### src/rtl/ttt_pkg.sv
// Shared encodings, FSM states and win-line table for the tic-tac-toe turn controller
// and any other logic that needs to inspect the recorder grid.
package ttt_pkg;

  typedef enum logic [1:0] {
    GS_IDLE = 2'b00,
    GS_PLAY = 2'b01,
    GS_OVER = 2'b10
  } game_state_t;

  typedef enum logic [1:0] {
    MK_NONE = 2'b00,
    MK_O    = 2'b01,
    MK_X    = 2'b10
  } mark_t;

  localparam logic [1:0] WIN_NONE = 2'b00;
  localparam logic [1:0] WIN_O    = 2'b01;
  localparam logic [1:0] WIN_X    = 2'b10;
  localparam logic [1:0] WIN_DRAW = 2'b11;

  typedef enum logic [2:0] {
    S_IDLE,
    S_WAIT,
    S_ISSUE,
    S_CHECK,
    S_OVER
  } state_t;

  localparam int unsigned NUM_LINES = 8;

  // Rows, columns, then the two diagonals.
  localparam logic [3:0] LINE_TBL [NUM_LINES][3] = '{
    '{4'd0, 4'd1, 4'd2},
    '{4'd3, 4'd4, 4'd5},
    '{4'd6, 4'd7, 4'd8},
    '{4'd0, 4'd3, 4'd6},
    '{4'd1, 4'd4, 4'd7},
    '{4'd2, 4'd5, 4'd8},
    '{4'd0, 4'd4, 4'd8},
    '{4'd2, 4'd4, 4'd6}
  };

  function automatic logic [1:0] cell_at(input logic [17:0] g, input logic [3:0] idx);
    return g[{idx, 1'b0} +: 2];
  endfunction

endpackage

### src/rtl/ttt_turn_controller_if.sv
// Player-input, recorder-grid and status signals exchanged with the turn controller.
interface ttt_turn_controller_if;
  logic        start;
  logic        confirm;
  logic [3:0]  sel_pos;
  logic [17:0] grid;
  logic [1:0]  game_state;
  logic        whos_turn;
  logic [1:0]  mark;
  logic [3:0]  position;
  logic        invalid;
  logic        timeout;
  logic [1:0]  winner;
  logic [7:0]  move_cnt;

  modport master (
    output start, confirm, sel_pos, grid,
    input  game_state, whos_turn, mark, position, invalid, timeout, winner, move_cnt
  );

  modport slave (
    input  start, confirm, sel_pos, grid,
    output game_state, whos_turn, mark, position, invalid, timeout, winner, move_cnt
  );
endinterface

### src/rtl/ttt_line_checker.sv
// Combinational three-in-a-row detector over the 9-cell recorder grid.
module ttt_line_checker
  import ttt_pkg::*;
(
  input  logic [17:0] grid,
  output logic        x_win,
  output logic        o_win
);

  always_comb begin
    x_win = 1'b0;
    o_win = 1'b0;
    for (int unsigned l = 0; l < NUM_LINES; l++) begin
      if (cell_at(grid, LINE_TBL[l][0]) == MK_X &&
          cell_at(grid, LINE_TBL[l][1]) == MK_X &&
          cell_at(grid, LINE_TBL[l][2]) == MK_X)
        x_win = 1'b1;
      if (cell_at(grid, LINE_TBL[l][0]) == MK_O &&
          cell_at(grid, LINE_TBL[l][1]) == MK_O &&
          cell_at(grid, LINE_TBL[l][2]) == MK_O)
        o_win = 1'b1;
    end
  end

endmodule

### src/rtl/ttt_turn_controller.sv
// Turn sequencer: validates moves, issues one-cycle mark commands, detects win/draw
// and enforces the per-turn timeout.
module ttt_turn_controller
  import ttt_pkg::*;
#(
  parameter int unsigned TURN_TIMEOUT = 50_000_000,
  parameter int unsigned MAX_MOVES    = 0
) (
  input  logic                  clk,
  input  logic                  rst,
  ttt_turn_controller_if.slave  bus
);

  localparam int unsigned     TW         = (TURN_TIMEOUT == 0) ? 1 : $clog2(TURN_TIMEOUT + 1);
  localparam logic [TW-1:0]   TIMER_LAST = TW'(TURN_TIMEOUT - 1);
  localparam bit              TIMEOUT_EN = (TURN_TIMEOUT != 0);
  localparam bit              DRAW_EN    = (MAX_MOVES != 0);

  state_t      state_q, state_d;
  game_state_t game_state_q, game_state_d;
  mark_t       mark_q, mark_d;
  logic        whos_turn_q, whos_turn_d;
  logic [3:0]  position_q, position_d;
  logic        invalid_q, invalid_d;
  logic        timeout_q, timeout_d;
  logic [1:0]  winner_q, winner_d;
  logic [7:0]  move_cnt_q, move_cnt_d;
  logic [TW-1:0] timer_q, timer_d;

  logic x_win, o_win;
  logic sel_ok;
  logic timer_last;

  ttt_line_checker u_line_checker (
    .grid  (bus.grid),
    .x_win (x_win),
    .o_win (o_win)
  );

  assign sel_ok     = (bus.sel_pos <= 4'd8) && (cell_at(bus.grid, bus.sel_pos) == MK_NONE);
  assign timer_last = TIMEOUT_EN && (timer_q == TIMER_LAST);

  always_comb begin
    state_d      = state_q;
    game_state_d = game_state_q;
    mark_d       = MK_NONE;
    whos_turn_d  = whos_turn_q;
    position_d   = position_q;
    invalid_d    = 1'b0;
    timeout_d    = 1'b0;
    winner_d     = winner_q;
    move_cnt_d   = move_cnt_q;
    timer_d      = timer_q;

    unique case (state_q)
      S_IDLE: begin
        if (bus.start) begin
          state_d      = S_WAIT;
          game_state_d = GS_PLAY;
          timer_d      = '0;
        end
      end

      S_WAIT: begin
        // Terminal count always clears the timer (even on a rejected confirm) so it never wraps.
        if (TIMEOUT_EN)
          timer_d = timer_last ? '0 : timer_q + 1'b1;
        if (bus.confirm) begin
          if (sel_ok) begin
            // Mark and count are registered here so they are visible during S_ISSUE.
            state_d    = S_ISSUE;
            position_d = bus.sel_pos;
            mark_d     = whos_turn_q ? MK_X : MK_O;
            move_cnt_d = (move_cnt_q == 8'hFF) ? move_cnt_q : move_cnt_q + 8'd1;
            timer_d    = '0;
          end else begin
            invalid_d = 1'b1;
          end
        end else if (timer_last) begin
          timeout_d   = 1'b1;
          whos_turn_d = ~whos_turn_q;
        end
      end

      S_ISSUE: state_d = S_CHECK;

      S_CHECK: begin
        if (x_win) begin
          winner_d     = WIN_X;
          state_d      = S_OVER;
          game_state_d = GS_OVER;
        end else if (o_win) begin
          winner_d     = WIN_O;
          state_d      = S_OVER;
          game_state_d = GS_OVER;
        end else if (DRAW_EN && (32'(move_cnt_q) == MAX_MOVES)) begin
          winner_d     = WIN_DRAW;
          state_d      = S_OVER;
          game_state_d = GS_OVER;
        end else begin
          whos_turn_d = ~whos_turn_q;
          state_d     = S_WAIT;
          timer_d     = '0;
        end
      end

      S_OVER: ;

      default: state_d = S_IDLE;
    endcase
  end

  always_ff @(posedge clk or negedge rst) begin
    if (!rst) begin
      state_q      <= S_IDLE;
      game_state_q <= GS_IDLE;
      mark_q       <= MK_NONE;
      whos_turn_q  <= 1'b1;
      position_q   <= '0;
      invalid_q    <= 1'b0;
      timeout_q    <= 1'b0;
      winner_q     <= WIN_NONE;
      move_cnt_q   <= '0;
      timer_q      <= '0;
    end else begin
      state_q      <= state_d;
      game_state_q <= game_state_d;
      mark_q       <= mark_d;
      whos_turn_q  <= whos_turn_d;
      position_q   <= position_d;
      invalid_q    <= invalid_d;
      timeout_q    <= timeout_d;
      winner_q     <= winner_d;
      move_cnt_q   <= move_cnt_d;
      timer_q      <= timer_d;
    end
  end

  assign bus.game_state = game_state_q;
  assign bus.whos_turn  = whos_turn_q;
  assign bus.mark       = mark_q;
  assign bus.position   = position_q;
  assign bus.invalid    = invalid_q;
  assign bus.timeout    = timeout_q;
  assign bus.winner     = winner_q;
  assign bus.move_cnt   = move_cnt_q;

endmodule

### src/flat_wrapper.sv
// flat-port wrapper written by rule: the top's interface ports become plain ports
module ttt_turn_controller_flat import ttt_pkg::*;
#(
  parameter int unsigned TURN_TIMEOUT = 50_000_000,
  parameter int unsigned MAX_MOVES    = 0
)
  (clk, rst, bus_start, bus_confirm, bus_sel_pos, bus_grid, bus_game_state, bus_whos_turn, bus_mark, bus_position, bus_invalid, bus_timeout, bus_winner, bus_move_cnt);
  ttt_turn_controller_if bus_i ();
  input  logic clk;
  input  logic rst;
  input wire logic [$bits(bus_i.start)-1:0] bus_start;
  input wire logic [$bits(bus_i.confirm)-1:0] bus_confirm;
  input wire logic [$bits(bus_i.sel_pos)-1:0] bus_sel_pos;
  input wire logic [$bits(bus_i.grid)-1:0] bus_grid;
  output wire logic [$bits(bus_i.game_state)-1:0] bus_game_state;
  output wire logic [$bits(bus_i.whos_turn)-1:0] bus_whos_turn;
  output wire logic [$bits(bus_i.mark)-1:0] bus_mark;
  output wire logic [$bits(bus_i.position)-1:0] bus_position;
  output wire logic [$bits(bus_i.invalid)-1:0] bus_invalid;
  output wire logic [$bits(bus_i.timeout)-1:0] bus_timeout;
  output wire logic [$bits(bus_i.winner)-1:0] bus_winner;
  output wire logic [$bits(bus_i.move_cnt)-1:0] bus_move_cnt;
  assign bus_i.start = bus_start;
  assign bus_i.confirm = bus_confirm;
  assign bus_i.sel_pos = bus_sel_pos;
  assign bus_i.grid = bus_grid;
  assign bus_game_state = bus_i.game_state;
  assign bus_whos_turn = bus_i.whos_turn;
  assign bus_mark = bus_i.mark;
  assign bus_position = bus_i.position;
  assign bus_invalid = bus_i.invalid;
  assign bus_timeout = bus_i.timeout;
  assign bus_winner = bus_i.winner;
  assign bus_move_cnt = bus_i.move_cnt;
  ttt_turn_controller #(.TURN_TIMEOUT(TURN_TIMEOUT), .MAX_MOVES(MAX_MOVES)) u_core (.clk(clk), .rst(rst), .bus(bus_i));
endmodule
### config.mk
export PLATFORM = sky130hd
export DESIGN_NAME = ttt_turn_controller_flat
export DESIGN_NICKNAME = d
export VERILOG_FILES = /design/src/rtl/ttt_pkg.sv /design/src/rtl/ttt_turn_controller_if.sv /design/src/rtl/ttt_line_checker.sv /design/src/rtl/ttt_turn_controller.sv /design/src/flat_wrapper.sv
export SDC_FILE = /design/constraint.sdc
export NUM_CORES = 1
export LEC_CHECK = 0
export CELL_PAD_IN_SITES_DETAIL_PLACEMENT = 0
export CELL_PAD_IN_SITES_GLOBAL_PLACEMENT = 1
export CORE_MARGIN = 5
export CORE_UTILIZATION = 44
export DETAILED_ROUTE_END_ITERATION = 7
export PLACE_DENSITY_LB_ADDON = 0.08
export SYNTH_ARGS = -nofsm -noshare
export SYNTH_HDL_FRONTEND = slang
export SYNTH_HIERARCHICAL = 1
export SYNTH_SLANG_ARGS = --single-unit
### constraint.sdc
create_clock -name clk -period 3.4 [get_ports clk]
set_input_delay 0.68 -clock clk [delete_from_list [all_inputs] [get_ports clk]]
set_output_delay 0.68 -clock clk [all_outputs]
set_load 0.01 [all_outputs]
Word level (Yosys, flattened, before mapping)
Index checks and enable logic that the tools add are counted.
W data, S select, Z words.
{"block": "word_totals", "output_inout_bits": 21, "input_bits": 26, "wordCells": 145, "register_bits": 50}
{"block": "classes", "bitwise": 3, "n_lt_le_gt_ge": 1, "n_reduce_logical": 46, "n_eq_ne": 32, "shifts": 1, "add_sub_neg": 2, "n_mux": 50}
{"op": "$mux W26", "count": 6}
{"op": "$pmux W26 S3", "count": 1}
{"op": "$logic_and A1 B1 Y1", "count": 33}
{"op": "$add A26 B1 Y26 const B", "count": 1}
{"op": "$eq A26 B26 Y1 const B", "count": 1}
{"op": "$mux W1", "count": 26}
{"op": "$eq A2 B1 Y1 const B", "count": 9}
{"op": "$eq A2 B2 Y1 const B", "count": 9}
{"op": "$mux W2", "count": 9}
{"op": "$shiftx A18 B6 Y2", "count": 1}
{"op": "$mux W3", "count": 5}
{"op": "$pmux W3 S5", "count": 1}
{"op": "$reduce_and A4 Y1", "count": 3}
{"op": "$ne A2 B2 Y1 const B", "count": 5}
{"op": "$add A8 B1 Y8 const B", "count": 1}
{"op": "$eq A8 B8 Y1 const B", "count": 1}
{"op": "$eq A3 B2 Y1 const B", "count": 2}
{"op": "$reduce_and A3 Y1", "count": 2}
{"op": "$reduce_bool A2 Y1", "count": 3}
{"op": "$reduce_and A5 Y1", "count": 1}
{"op": "$le A4 B4 Y1 const B", "count": 1}
{"op": "$ne A2 B1 Y1 const B", "count": 2}
{"op": "$pmux W2 S2", "count": 1}
{"op": "$eq A3 B1 Y1 const B", "count": 1}
{"op": "other kinds (8)", "count": 10}

Longest topological paths before layout
Gate-level depths: netlist of the first run.
{"block": "logic_depth", "ltp_word": 14, "depth_mapped": 9, "depth_no_buf": 9}

Modules after synthesis
The synthesis of the first run kept the hierarchy.
{"module": "ttt_turn_controller", "n_inst": 1, "cells_each": 271, "area_per_inst_um2": 2615.0}
{"module": "ttt_line_checker", "n_inst": 1, "cells_each": 34, "area_per_inst_um2": 305.3}

Least setup slack after synthesis of the first run
OpenSTA, ideal clock, no wires.
{"block": "synth_timing", "kind": "input -> register", "startpoint": "input port bus_grid[14]", "endpoint": "register u_core.timer_q[15]", "required_ps": 3282, "setup_ps": 118, "t_arrival_ps": 2726, "slack_ps": 556, "stages": 9, "path_cell_list": "and4bb_1 > a22oi_1 > nand4_1 > or3b_1 > a21o_1 > nor4b_4 > nand4_1 > a21o_1 > a21o_1"}
{"block": "synth_between", "elab_chain_len": 11}
{"item": "start: declaration", "line": "flat_wrapper.sv:14", "source": "input wire logic [$bits(bus_i.grid)-1:0] bus_grid;"}
{"item": "$eq A2 B2 Y1 *", "line": "ttt_line_checker.sv:15, ttt_line_checker.sv:16"}
{"item": "$logic_and A1 B1 Y1", "line": "ttt_line_checker.sv:14", "source": "if (cell_at(grid, LINE_TBL[l][0]) == MK_X &&"}
{"item": "$logic_and A1 B1 Y1", "line": "ttt_line_checker.sv:15", "source": "cell_at(grid, LINE_TBL[l][1]) == MK_X &&"}
{"item": "$mux W1 (2 in series)", "line": "ttt_line_checker.sv:14"}
{"item": "$mux W1 * (4 in series)", "line": "ttt_line_checker.sv:14"}
{"item": "net u_core.x_win", "line": "ttt_turn_controller.sv:30", "source": "logic x_win, o_win;"}
{"item": "$ne A2 B2 Y1 (no line) *"}
{"item": "$reduce_and A4 Y1 (no line) *"}
{"item": "end signal: assignment", "line": "ttt_turn_controller.sv:135", "source": "timer_q <= timer_d;"}
{"item": "end: declaration", "line": "ttt_turn_controller.sv:28", "source": "logic [TW-1:0] timer_q, timer_d;"}
Mark *: on every way through the listed nets, which the timed path passes. The rest lies on a longest branch.
A chain may end at the register's enable or synchronous reset.

Worst setup path in the final report of the first run
{"block": "layout_timing", "startpoint": "input port bus_grid[3]", "endpoint": "register u_core.timer_q[25]"}
{"block": "layout_between", "elab_chain_len": 13}
{"item": "$eq A2 B1 Y1 *", "line": "ttt_line_checker.sv:18, ttt_line_checker.sv:19"}
{"item": "$logic_and A1 B1 Y1", "line": "ttt_line_checker.sv:18", "source": "if (cell_at(grid, LINE_TBL[l][0]) == MK_O &&"}
{"item": "$logic_and A1 B1 Y1", "line": "ttt_line_checker.sv:19", "source": "cell_at(grid, LINE_TBL[l][1]) == MK_O &&"}
{"item": "$mux W1 (4 in series)", "line": "ttt_line_checker.sv:18"}
{"item": "$mux W1 * (4 in series)", "line": "ttt_line_checker.sv:18"}
{"item": "net u_core.o_win", "line": "ttt_turn_controller.sv:30"}
{"item": "$ne A2 B2 Y1 (no line) *"}
{"item": "$reduce_and A4 Y1 (no line) *"}
Marks and branches as above.

==> results of run 1 <==
[area by class of cell]
cell class	count	area (sq um)	share of cell area, %
clock buffers	7	76.3	2.10
well taps	77	96.3	2.66
repair buffers	58	546	15.0
clock inverters	1	30.0	0.828
multi-input cells	243	1610	44.4
flip-flops and latches	50	1250	34.5
inverters	4	15.0	0.414
[kinds of logic (layout without fill, tap and decap cells)]
kind of cell,after synthesis,in the layout,synth area share [%]
AOI/OAI and AO/OA,43,43,9.55
xor gates and xnor gates,23,23,6.90
adders and majority gates,2,2,0.857
buffers and inverters,12,70,1.93
DFF,50,50,42.9
muxes,7,7,3.38
and+or+nand+nor,168,168,34.5
[worst max-delay path: stages]
cell	delay (ns)
clkdlybuf4s50_1	0.56
and4bb_2	0.26
o21ai_1	0.16
nand4_1	0.14
or3b_1	0.43
a21o_1	0.24
nor4b_4	0.29
buf_4	0.19
nand4_1	0.11
xor2_1	0.16
nor2_1	0.05
[power groups by stage]
stage	Sequential [mW]	Combinational (mW)	Clock (mW)
4_1_cts	0.781	0.611	0.434
5_1_grt	0.797	0.665	0.458
3_3_place_gp	0.790	0.607	0
6_report	0.779	0.603	0.425
3_5_place_dp	0.792	0.609	0
2_1_floorplan	0.795	0.304	0
[path summary, 6_finish.rpt]
check,end,slack (ns),start
min,u_core/bus.move_cnt[6],0.41,rst
max in group asynchronous,u_core/timer_q[11],2.25,rst
min reg2reg,u_core/bus.position[3],0.49,u_core/bus.position[3]
max,u_core/timer_q[25],0.35,bus_grid[3]
min in group clk,u_core/bus.position[3],0.49,u_core/bus.position[3]
max reg2reg,u_core/timer_q[10],1.01,u_core/timer_q[18]
[cells in the final DEF, fill, tap and decap left out, types with 5 or more instances in the layout]
cell type / count
nand4_1: 11
nand2_1: 26
and3_1: 13
nor3_1: 7
nor2_1: 42
nand3_1: 16
o21ai_0: 13
o21ai_1: 6
xor2_1: 21
nor2b_1: 11
clkbuf_8: 5
and4bb_2: 10
dfrtp_1: 49
clkdlybuf4s50_1: 45
buf_4: 12
[flip-flops by register name, summed over array words and instances (netlist names)]
| name | cells |
|---|---|
| u_core/bus.game_state | 2 |
| u_core/bus.invalid | 1 |
| u_core/bus.mark | 2 |
| u_core/bus.move_cnt | 8 |
| u_core/bus.position | 4 |
| u_core/bus.timeout | 1 |
| u_core/bus.whos_turn | 1 |
| u_core/bus.winner | 2 |
| u_core/state_q | 3 |
| u_core/timer_q | 26 |
[metal layers]
metal / vias up / wire [um]
met5: - / 0
met1: 1174 / 3390
met3: 7 / 304
li1: 1221 / -
met2: 61 / 2810
met4: 0 / 83
==> flow_summary_export.csv, run 1 <==
group,metric,value,unit
yosys,yosys_warnings,6,
placed_design,routabilityCongestion,0.838,
worst_setup_path,crit_required,3.60,ns
die,initial_core_util,45.7,%
cts,clock_path_buffers,2,
yosys,yosysTopAreaCellShare,42.0,%
worst_setup_path,ff2ff_path_depth,7,
yosys,ys_seq_elements,50,
power_and_ir_drop,power_frac_seq,43.1,%
route,num_vias,2463,
die,coreArea,0.00639,sq mm
worst_setup_path,path_class,"input port to flip-flop",
die,row_count,29,
yosys,synthFlopType,"dfrtp_1",
power_and_ir_drop,ir_drop,0.268,mV
yosys,synth_area_leaders,"dfrtp_1 (42%), xor2_1 (6.3%), nor2_1 (5.4%)",
worst_hold_path,hold_path_class,"input port to asynchronous set/reset pin",
flow_run,cap_violations,0,
power_and_ir_drop,leakage,1.61,nW
route,drc,0,
route,drt_iter0_markers,144,
worst_setup_path,cp.arrival,3.25,ns
yosys,synth_nets,333,
die,die_h,91.5,um
global_routing,track_usage,16.0,%
cells_and_area,fillCellCount,582,
placed_design,pre_cts_slack,0.0402,ns
power_and_ir_drop,power_frac_clock,23.5,%
cts,numCtsBuffers,5,
placed_design,portBuffers,46,
sta,fin_crit_sh,89.7,%
cts,htreeDepth,2,
sta,worstMarginPinSlew,0.705,ns
sta,fin_crit,3.05,ns
yosys,synth_edf_count,0,
status,status,"completed",
cts,cts.sinks,50,
cts,cts_tree,"done",
power_and_ir_drop,combPwrFrac,33.4,%
sta,finalSetupViolations,0,
route,ant_nets,0,
cts,post_cts_buffers,0,
cts,root_buffer,"clkbuf_8",
power_and_ir_drop,power.internal,1.23,mW
yosys,synthTopCellsByCount,"dfrtp_1 (49), nor2_1 (42), nand2_1 (26)",
cts,clock_latency,0.30,ns
yosys,synthCells,305,
die,die_w,91.5,um
route,avgViaCountPerCell,5.60,
die,io_pins,47,
cells_and_area,fin_nets,390,
cells_and_area,finalNonFillerCells,440,
sta,worst_slack,0.350,ns
sta,fin_setup_tns,0,ns
power_and_ir_drop,power.net_switching,0.581,mW
global_routing,grt_pass1_wl,11100,um
sta,hold_viol_final,0,
worst_setup_path,cp-end-kind,"flip-flop",
cells_and_area,fin_util,56.8,%
die,dieArea,0.00837,sq mm
sta,whs,0.411,ns
yosys,postSynth.asyncResetShare,100,%
route,routedWlPerCell,15.0,um
cts,cts_resized,0,
yosys,synth_top_area_cell,"dfrtp_1",
global_routing,grt_max_degree,32,
global_routing,antenna_found_initial,0,
yosys,synthesis.area,0.00292,sq mm
sta,rsz0062_at_grt,"false",
global_routing,use_met3,3.80,%
placed_design,place_area,0.00352,sq mm
placed_design,place_inst,432,
sta,clock.fmax,328,MHz
yosys,synth_area_per_cell,9.57,sq um
cells_and_area,antenna_cells,0,
yosys,synth-seq-area-share,42.9,%
global_routing,use_met2,23.0,%
route,wl,6590,um
cells_and_area,final_area,0.00363,sq mm
route,first_pass_iters,4,
worst_setup_path,crit_path_max_fanout,6,
sta,relSlewSlack,53.0,%
cells_and_area,synthToLayoutAreaGrowth,24.2,%
yosys,synth_cell_types,56,
global_routing,gr-total-overflow,0,
placed_design,hpwlAfterDp,4870,um
worst_setup_path,start_kind,"input port",
cells_and_area,drive_above_1_share,11.3,%
power_and_ir_drop,powerDensity,498,mW/mm^2
sta,maxSlewViolCount,0,
yosys,yosysMostFrequentCell,"dfrtp_1",
global_routing,grt-busiest-layer,"met1",
power_and_ir_drop,switching_share,32.1,%
power_and_ir_drop,total_power,1.81,mW
cts,clk_pin_slew,0.09,ns
global_routing,grt_pass1_vias,2299,
sta,fin_worst_skew,0.00276,ns
cts,hold_buffers,0,
global_routing,use_met1,24.1,%
Power figures use the tool's default switching activity.
==> run 2, diff against run 1 <==
CORE_MARGIN = unset   (was 5)
MAX_ROUTING_LAYER = met4   (was unset)
==> flow_summary_export.csv, run 2 (synthesis gave the netlist of run 1 again) <==
group,metric,value,unit
cts,clk_pin_slew,0.09,ns
cts,clock_latency,0.30,ns
global_routing,track_usage,19.4,%
placed_design,place_area,0.00353,sq mm
flow_run,cap_violations,0,
cells_and_area,layout_commonest_cell,"dfrtp_1",
die,die_h,83.5,um
power_and_ir_drop,powerDensity,484,mW/mm^2
global_routing,grt_max_degree,51,
power_and_ir_drop,leakage,1.60,nW
placed_design,routabilityCongestion,0.811,
cells_and_area,final_cell_mix,"dfrtp_1 (49), clkdlybuf4s50_1 (45), nor2_1 (42)",
worst_hold_path,hold_path_class,"input port to asynchronous set/reset pin",
worst_setup_path,crit_required,3.59,ns
route,drt_iter0_markers,160,
route,wl,6380,um
sta,rsz0062_at_grt,"false",
worst_setup_path,cp.arrival,3.29,ns
cells_and_area,largest_register,"u_core/timer_q",
cts,root_buffer,"clkbuf_8",
die,io_pins,47,
cts,hold_buffers,0,
worst_setup_path,reg2reg_slack,1.00,ns
sta,fin_crit,3.09,ns
placed_design,portBuffers,46,
sta,relSlewSlack,57.3,%
cts,htreeDepth,2,
route,ant_nets,0,
sta,clock.fmax,323,MHz
cells_and_area,largest_reg_flops,26,
route,routedWlPerCell,14.5,um
sta,whs,0.474,ns
route,drc,0,
worst_setup_path,reg2reg_to,"u_core/timer_q[10]",
cts,cts.sinks,50,
cts,post_cts_buffers,0,
placed_design,hpwlAfterDp,4720,um
worst_setup_path,crit_path_max_fanout,7,
die,die_w,83.5,um
sta,fin_worst_skew,0.00511,ns
sta,hold_viol_final,0,
route,avgViaCountPerCell,5.53,
global_routing,antenna_found_initial,0,
sta,worstMarginPinSlew,0.641,ns
cells_and_area,final_area,0.00363,sq mm
cts,cts_resized,0,
cts,numCtsBuffers,5,
worst_setup_path,start_kind,"input port",
route,first_pass_iters,4,
global_routing,grt_pass1_wl,10800,um
worst_setup_path,path_class,"input port to flip-flop",
worst_setup_path,cp-end-kind,"flip-flop",
global_routing,grt_pass1_vias,2240,
die,dieArea,0.00697,sq mm
power_and_ir_drop,total_power,1.76,mW
die,initial_core_util,45.7,%
worst_setup_path,ff2ff_path_depth,7,
cells_and_area,fin_nets,390,
die,row_count,29,
cells_and_area,synthToLayoutAreaGrowth,24.3,%
power_and_ir_drop,ir_drop,0.366,mV
worst_setup_path,r2r-start,"u_core/timer_q[18]",
cts,clock_path_buffers,2,
sta,maxSlewViolCount,0,
sta,fin_crit_sh,91.0,%
cts,cts_tree,"done",
die,coreArea,0.00639,sq mm
sta,finalSetupViolations,0,
global_routing,gr-total-overflow,0,
route,num_vias,2433,
status,status,"completed",
cells_and_area,drive_above_1_share,11.8,%
cells_and_area,antenna_cells,0,
[run 2: cell count changes in the layout (fill, tap and decap cells not counted), sizes merged]
cell      previous run  this run
clkinvlp             0         1
bufinv               1         0
clkbuf               7         6
clkinv               0         1
[run 2: critical path, cell delays in order]
cell and delay [ns]:
clkdlybuf4s50_1 0.56, and4bb_1 0.21, a22oi_1 0.18, nand4_1 0.16
or3b_1 0.42, a21o_1 0.25, nor4b_4 0.31, nand4_1 0.16
a21o_1 0.20, a21o_1 0.17
[run 2: worst max-delay path by stage]
stage	slack, ns	depth (start not counted)	startpoint	end
floorplan	0.56	9	bus_grid[14]	u_core/timer_q[15]
global placement	0.02	10	bus_grid[9]	u_core/timer_q[15]
detailed placement	-0.03	11	bus_grid[13]	u_core/timer_q[21]
CTS	0.29	11	bus_grid[13]	u_core/timer_q[21]
global route	0.15	11	bus_grid[13]	u_core/timer_q[21]
finish	0.31	10	bus_grid[13]	u_core/timer_q[15]
[run 2: final cells by class]
cell class                      instances  area [sq um]
Sequential cell                        50          1250
Fill cell                             575          2760
Clock inverter                          2          12.5
Tap cell                               77          96.3
Timing Repair Buffer                   58           558
Multi-Input combinational cell        243          1610
Inverter                                4          15.0
Clock buffer                            6          82.6
[run 2: stage by stage]
step | utilization, % | worst slack [ns] | instances | setup TNS, ns
2_1_floorplan | - | 0.556 | 305 | 0
3_3_place_gp | 55.3 | 0.0224 | 432 | 0
3_5_place_dp | 55.3 | -0.0285 | 432 | -0.0747
4_1_cts | 56.8 | 0.288 | 440 | 0
5_1_grt | 56.8 | 0.146 | 440 | 0
6_report | 56.8 | 0.306 | 440 | 0
[run 2: power breakdown]
part | total, mW | switching (mW) | internal (mW)
clock network | 0.360 | 0.196 | 0.164
registers | 0.781 | 0.0901 | 0.691
logic | 0.615 | 0.289 | 0.326
[run 2: metal layers]
metal  global-route usage (%)  share of wire (%)  up-vias  wire, um
met5                        -                  0        -         0
met4                     4.16               0.66        0        42
met3                     3.17                4.2        5       267
met2                     28.8                 43       59      2760
met1                     28.3                 52     1145      3310
li1                         -                  -     1224         -
==> edit 1: new RTL, config.mk and constraints of run 1 <==
The 5 states of `state_t` get a one-hot encoding in 5 bits.
--- a/src/rtl/ttt_pkg.sv
+++ b/src/rtl/ttt_pkg.sv
@@ -19,12 +19,12 @@
   localparam logic [1:0] WIN_X    = 2'b10;
   localparam logic [1:0] WIN_DRAW = 2'b11;
 
-  typedef enum logic [2:0] {
-    S_IDLE,
-    S_WAIT,
-    S_ISSUE,
-    S_CHECK,
-    S_OVER
+  typedef enum logic [4:0] {
+    S_IDLE  = 5'b00001,
+    S_WAIT  = 5'b00010,
+    S_ISSUE = 5'b00100,
+    S_CHECK = 5'b01000,
+    S_OVER  = 5'b10000
   } state_t;
 
   localparam int unsigned NUM_LINES = 8;
Check against the original RTL: same outputs for any inputs over 10 cycles, from zero or initial values and one cycle with rst low; not proved beyond that.
==> edit 1 against run 1 <==
Power down 4.5%. Sequential cell count grew 2. Utilization fell by 0.91 points. Final area grew 4.7%. Wire length is 6.3% higher. Clock power fell by 14%. Count of clock-buffer cells in the layout did not move. Via count is 4.4% higher. Synthesized area grew 5.7%. Worst setup slack about the same. Sequential power up 0.9%. Critical endpoint is now u_core/timer_q[17]$_DFFE_PN0P_.
==> edit 1: results (changes against run 1) <==
Fillers=627 (+7.7%); gpl congestion=0.785 (-6.3%); 1st-iter DRT viols=127 (-12%); mux contribution to synthesized area=4.26% (+0.87 points); DRC=0 (unchanged); number of antenna violations at the first check in global routing=0 (unchanged); drt total wl=7000 µm (+6.3%); skew final=0.00936 ns (+0.00661 ns); clock latency at the later pin of the worst-skew pair=0.30 ns (about the same); Post-CTS Resized=0 (unchanged); DP Wirelength=5320 µm (+9.1%); H-tree depth=2 (unchanged); critical path data arrival time=3.24 ns (about the same); Slew HR=39.3% (-14 points); worst-path fanout max=7 (+1); Compound-Gate Fraction of Synth Area=11.2% (+1.6 points); Synth top cells by count=dfrtp_1 (50), nor2_1 (44), nand2_1 (25); global-route wire length before repair=12400 µm (+11%); async set-reset flop share out of synthesis=100% (unchanged); Hold Path Class=primary input to asynchronous set/reset pin; Worst VDD drop=0.000279 V (+4.0%); Seq/Total Area, Yosys=42.3% (-0.63 points); Synth Area in XOR/XNOR=5.68% (-1.2 points); Yosys warnings=6 (unchanged); GRT Util Overall=17.2% (+1.2 points); Synth Flop Type=dfrtp_1; diode count=0 (unchanged); Largest Register=u_core/timer_q; syn nets=345 (+3.6%); pre-CTS setup slack=0.0450 ns (+0.00480 ns); Synth Area in Adders=0.811% (-0.046 points); layout cells sized above 1=15.2% (+3.9 points); I/O Buffers=46 (unchanged); DP Area=3700 µm² (+5.2%); DR pass1 iterations=4 (unchanged); leak pwr=1.60 nW (-0.49%); Reg clk slew, reported paths=0.10 ns; Vias=2571 (+4.4%); Final nets=401 (+2.8%); CTS Buf Count=5 (unchanged); Max Root-Sink Buffers=2 (unchanged); Post-CTS Setup Inserts=0 (unchanged); status=completed; largest net degree at the start of global routing=30 (-6.3%); NetSw=0.575 mW (-1.1%); max reg flops=26 (unchanged); Area contributors post-synth=dfrtp_1 (41%), nor2_1 (5.4%), and4bb_2 (4.1%); root buf cell=clkbuf_8; Synth cell types=60 (+7.1%)
edit 1: cell count changes in the layout (fill, tap and decap cells not counted), sizes merged, moves of 4 or more:
| cell | change |
|---|---|
| nand4 | -4 |
| xor2 | -11 |
| mux2 | +4 |
| a21oi | +5 |
| nor2b | -4 |
| o21ai | -6 |
| nor4 | +4 |
| xnor2 | +8 |
edit 1: kinds of logic (layout without fill, tap and decap cells):
kind of cell               after synthesis  in the layout
xor gates and xnor gates                20             20
muxes                                   11             11
buffers and inverters                   15             72
and+or+nand+nor                        170            170
adders and majority gates                2              2
AOI/OAI and AO/OA                       47             47
DFF                                     52             52
edit 1: per-layer routing:
| metal | vias to the layer above | routed length, µm | GRT usage (%) | part of all wire (%) |
|---|---|---|---|---|
| li1 | 1279 | - | - | - |
| met1 | 1229 | 3500 | 24.3 | 50 |
| met2 | 57 | 3190 | 27.1 | 46 |
| met3 | 6 | 250 | 3.21 | 3.6 |
| met4 | 0 | 60 | 4.57 | 0.86 |
| met5 | - | 0 | 0 | 0 |
edit 1: stage by stage:
step	util (%)	std cells	hold slack (ns)
final	55.9	470	0.404
after global placement	54.5	462	0.477
after CTS	55.9	470	0.410
after floorplan	-	317	0.384
after detailed placement	54.5	462	0.494
after global routing	55.9	470	0.445
edit 1: final cells by class:
class	count	area, µm²	area share [%]
Sequential cell	52	1300	34.3
Tap cell	96	120	3.16
Clock inverter	1	7.51	0.198
Inverter	6	22.5	0.593
Clock buffer	7	86.3	2.27
Timing Repair Buffer	58	558	14.7
Multi-Input combinational cell	250	1700	44.7
edit 1: final timing paths:
kind,start,to,slack [ns],cells past startpoint
hold / removal,rst,u_core/timer_q[15]$_DFFE_PN0P_,0.40,1
setup reg to reg,u_core/timer_q[0]$_DFFE_PN0P_,u_core/timer_q[10]$_DFFE_PN0P_,0.93,8
hold reg to reg,u_core/bus.move_cnt[4]$_DFFE_PN0P_,u_core/bus.move_cnt[4]$_DFFE_PN0P_,0.51,1
setup / recovery,bus_grid[1],u_core/timer_q[17]$_DFFE_PN0P_,0.35,10
min in group clk,u_core/bus.move_cnt[4]$_DFFE_PN0P_,u_core/bus.move_cnt[4]$_DFFE_PN0P_,0.51,1
max in group asynchronous,rst,u_core/timer_q[8]$_DFFE_PN0P_,2.23,2
edit 1: worst max-delay path, cell delays in order:
cell and delay [ns]:
clkdlybuf4s50_1 0.57, and4bb_2 0.26, a22oi_1 0.14, nand4_1 0.17, nor4b_2 0.39, o311ai_2 0.19
or3_1 0.48, nor2_1 0.17, xnor2_1 0.13, nor2_1 0.05
edit 1: power by group through the flow:
stage	sequential (mW)	combinational (mW)	clock [mW]
final	0.786	0.575	0.366
after global routing	0.804	0.635	0.410
after detailed placement	0.799	0.580	0
after floorplan	0.773	0.347	0
after CTS	0.787	0.583	0.385
after global placement	0.797	0.573	0
==> edit 2: new RTL, settings of run 1 <==
Made on the original files. `TURN_TIMEOUT` is set to 50_000_000 in 2 places; all go to 12_500_000.
--- a/src/rtl/ttt_turn_controller.sv
+++ b/src/rtl/ttt_turn_controller.sv
@@ -3,7 +3,7 @@
 module ttt_turn_controller
   import ttt_pkg::*;
 #(
-  parameter int unsigned TURN_TIMEOUT = 50_000_000,
+  parameter int unsigned TURN_TIMEOUT = 12_500_000,
   parameter int unsigned MAX_MOVES    = 0
 ) (
   input  logic                  clk,
--- a/src/flat_wrapper.sv
+++ b/src/flat_wrapper.sv
@@ -1,7 +1,7 @@
 // flat-port wrapper written by rule: the top's interface ports become plain ports
 module ttt_turn_controller_flat import ttt_pkg::*;
 #(
-  parameter int unsigned TURN_TIMEOUT = 50_000_000,
+  parameter int unsigned TURN_TIMEOUT = 12_500_000,
   parameter int unsigned MAX_MOVES    = 0
 )
   (clk, rst, bus_start, bus_confirm, bus_sel_pos, bus_grid, bus_game_state, bus_whos_turn, bus_mark, bus_position, bus_invalid, bus_timeout, bus_winner, bus_move_cnt);
Check against the original RTL: same outputs for any inputs over 10 cycles, from zero or initial values and one cycle with rst low; that may be too few to reach the edited logic, so the function may still have changed.
==> edit 2 against run 1 <==
Synthesized area is 1.5% lower. Final area is 0.90% lower. Critical path type unchanged. Critical endpoint is now u_core/timer_q[14]$_DFFE_PN0P_. First-iteration DRC count is 7.6% higher. Combinational power is 14% lower. Wire length is 4.3% higher. Worst setup slack better by 0.093 ns. Sequential cell count is 2 lower. Highest routed layer unchanged. Power is 9.3% lower.
==> edit 2: results (changes against run 1) <==
status=completed; Synth cell types=53 (-5.4%); synthesized area per cell=9.34 µm² (-2.5%); Final nets=393 (+0.77%); R2R Path Start=u_core/state_q[2]$_DFFE_PN0P_; GRT Util Overall=17.1% (+1.1 points); Switching Share=32.3% (+0.15 points); Clock Power Share=22.6% (-0.9 points); Slew HR=55.0% (+2.0 points); DP Wirelength=4980 µm (+2.2%); Area contributors post-synth=dfrtp_1 (41%), nand3_1 (5.4%), and4bb_2 (4.3%); skew final=0.0131 ns (+0.0104 ns); Synth Area in Adders=0.870% (+0.013 points); slowest CP cell=clkdlybuf4s50_1; number of multi-input logic gates=238 (-2.1%); clock network area share=2.68% (-0.25 points); drt total wl=6870 µm (+4.3%); largest net degree at the start of global routing=30 (-6.3%); met3 usage=4.75% (+0.95 points); mux contribution to synthesized area=2.74% (-0.64 points); syn nets=336 (+0.90%); gpl congestion=0.829 (-1.0%); Non-clk bufs=61 (+5.2%); Cell Count, Final, Fillers Out=443 (+0.68%); area occupied by multi-input gates=1590 µm² (-1.3%); Fillers=599 (+2.9%); crit path to=u_core/timer_q[14]$_DFFE_PN0P_; worst-path fanout max=19 (+13); Worst R2R Path Depth=6 (-1); GR Util met2=28.0% (+5.0 points); H-tree depth=2 (unchanged); CP Launch Point=bus_sel_pos[1]; Pwr per Cell Area=456 nW/µm² (-8.5%); 1st-iter DRT viols=155 (+7.6%); vias in the first global route=2577 (+12%); Seq/Total Area, Yosys=41.8% (-1.1 points); leak pwr=1.50 nW (-6.7%); Worst VDD drop=0.000369 V (+38%); Comb. pwr=0.516 mW (-14%); clock buffers=6 (-1); layout cells sized above 1=13.4% (+2.1 points); Signal inverters=11 (+7); Synth top cells by count=dfrtp_1 (47), nand3_1 (31), nand2_1 (27); CTS Buf Count=5 (unchanged); r2r setup slk=1.09 ns (+0.08 ns); Compound-Gate Fraction of Synth Area=15.8% (+6.2 points); Vias=2532 (+2.8%); global-route wire length before repair=12000 µm (+7.9%); grt met1 use=22.9% (-1.1 points); max reg flops=24 (-7.7%); routed wl met2=3210 µm (+14%); Data buffer area share=15.8% (+0.76 points); register share of the cell area=33.4% (-1.1 points); metal3 WL=348 µm (+14%); Synth Area in XOR/XNOR=2.13% (-4.8 points); clk sink count=48 (-4.0%)
## edit 2: cell types whose count changed after synthesis, sizes merged, moves of 7 or more
| cell | run 1 | this run |
|---|---|---|
| xor2 | 21 | 0 |
| a21oi | 4 | 11 |
| nor2 | 43 | 25 |
| or3 | 0 | 12 |
| inv | 4 | 11 |
| and3 | 13 | 6 |
| nand3 | 16 | 31 |
## edit 2: cells by family (layout without fill, tap and decap cells)
family / count (synthesis) / in the layout
simple gates: 162 / 162
compound gates: 62 / 62
flops: 48 / 48
buf+inv: 22 / 80
xor+xnor: 7 / 7
mux: 5 / 5
fa+ha+maj: 2 / 2
## edit 2: metrics by stage
stage / cell area (µm²) / setup slack, ns / hold slack [ns] / utilization [%]
floorplan: 2880 / 0.854 / 0.384 / -
global placement: 3500 / 0.166 / 0.485 / 55.1
detailed placement: 3500 / 0.125 / 0.480 / 55.1
CTS: 3590 / 0.453 / 0.415 / 56.6
global route: 3590 / 0.339 / 0.455 / 56.6
finish: 3590 / 0.443 / 0.397 / 56.6
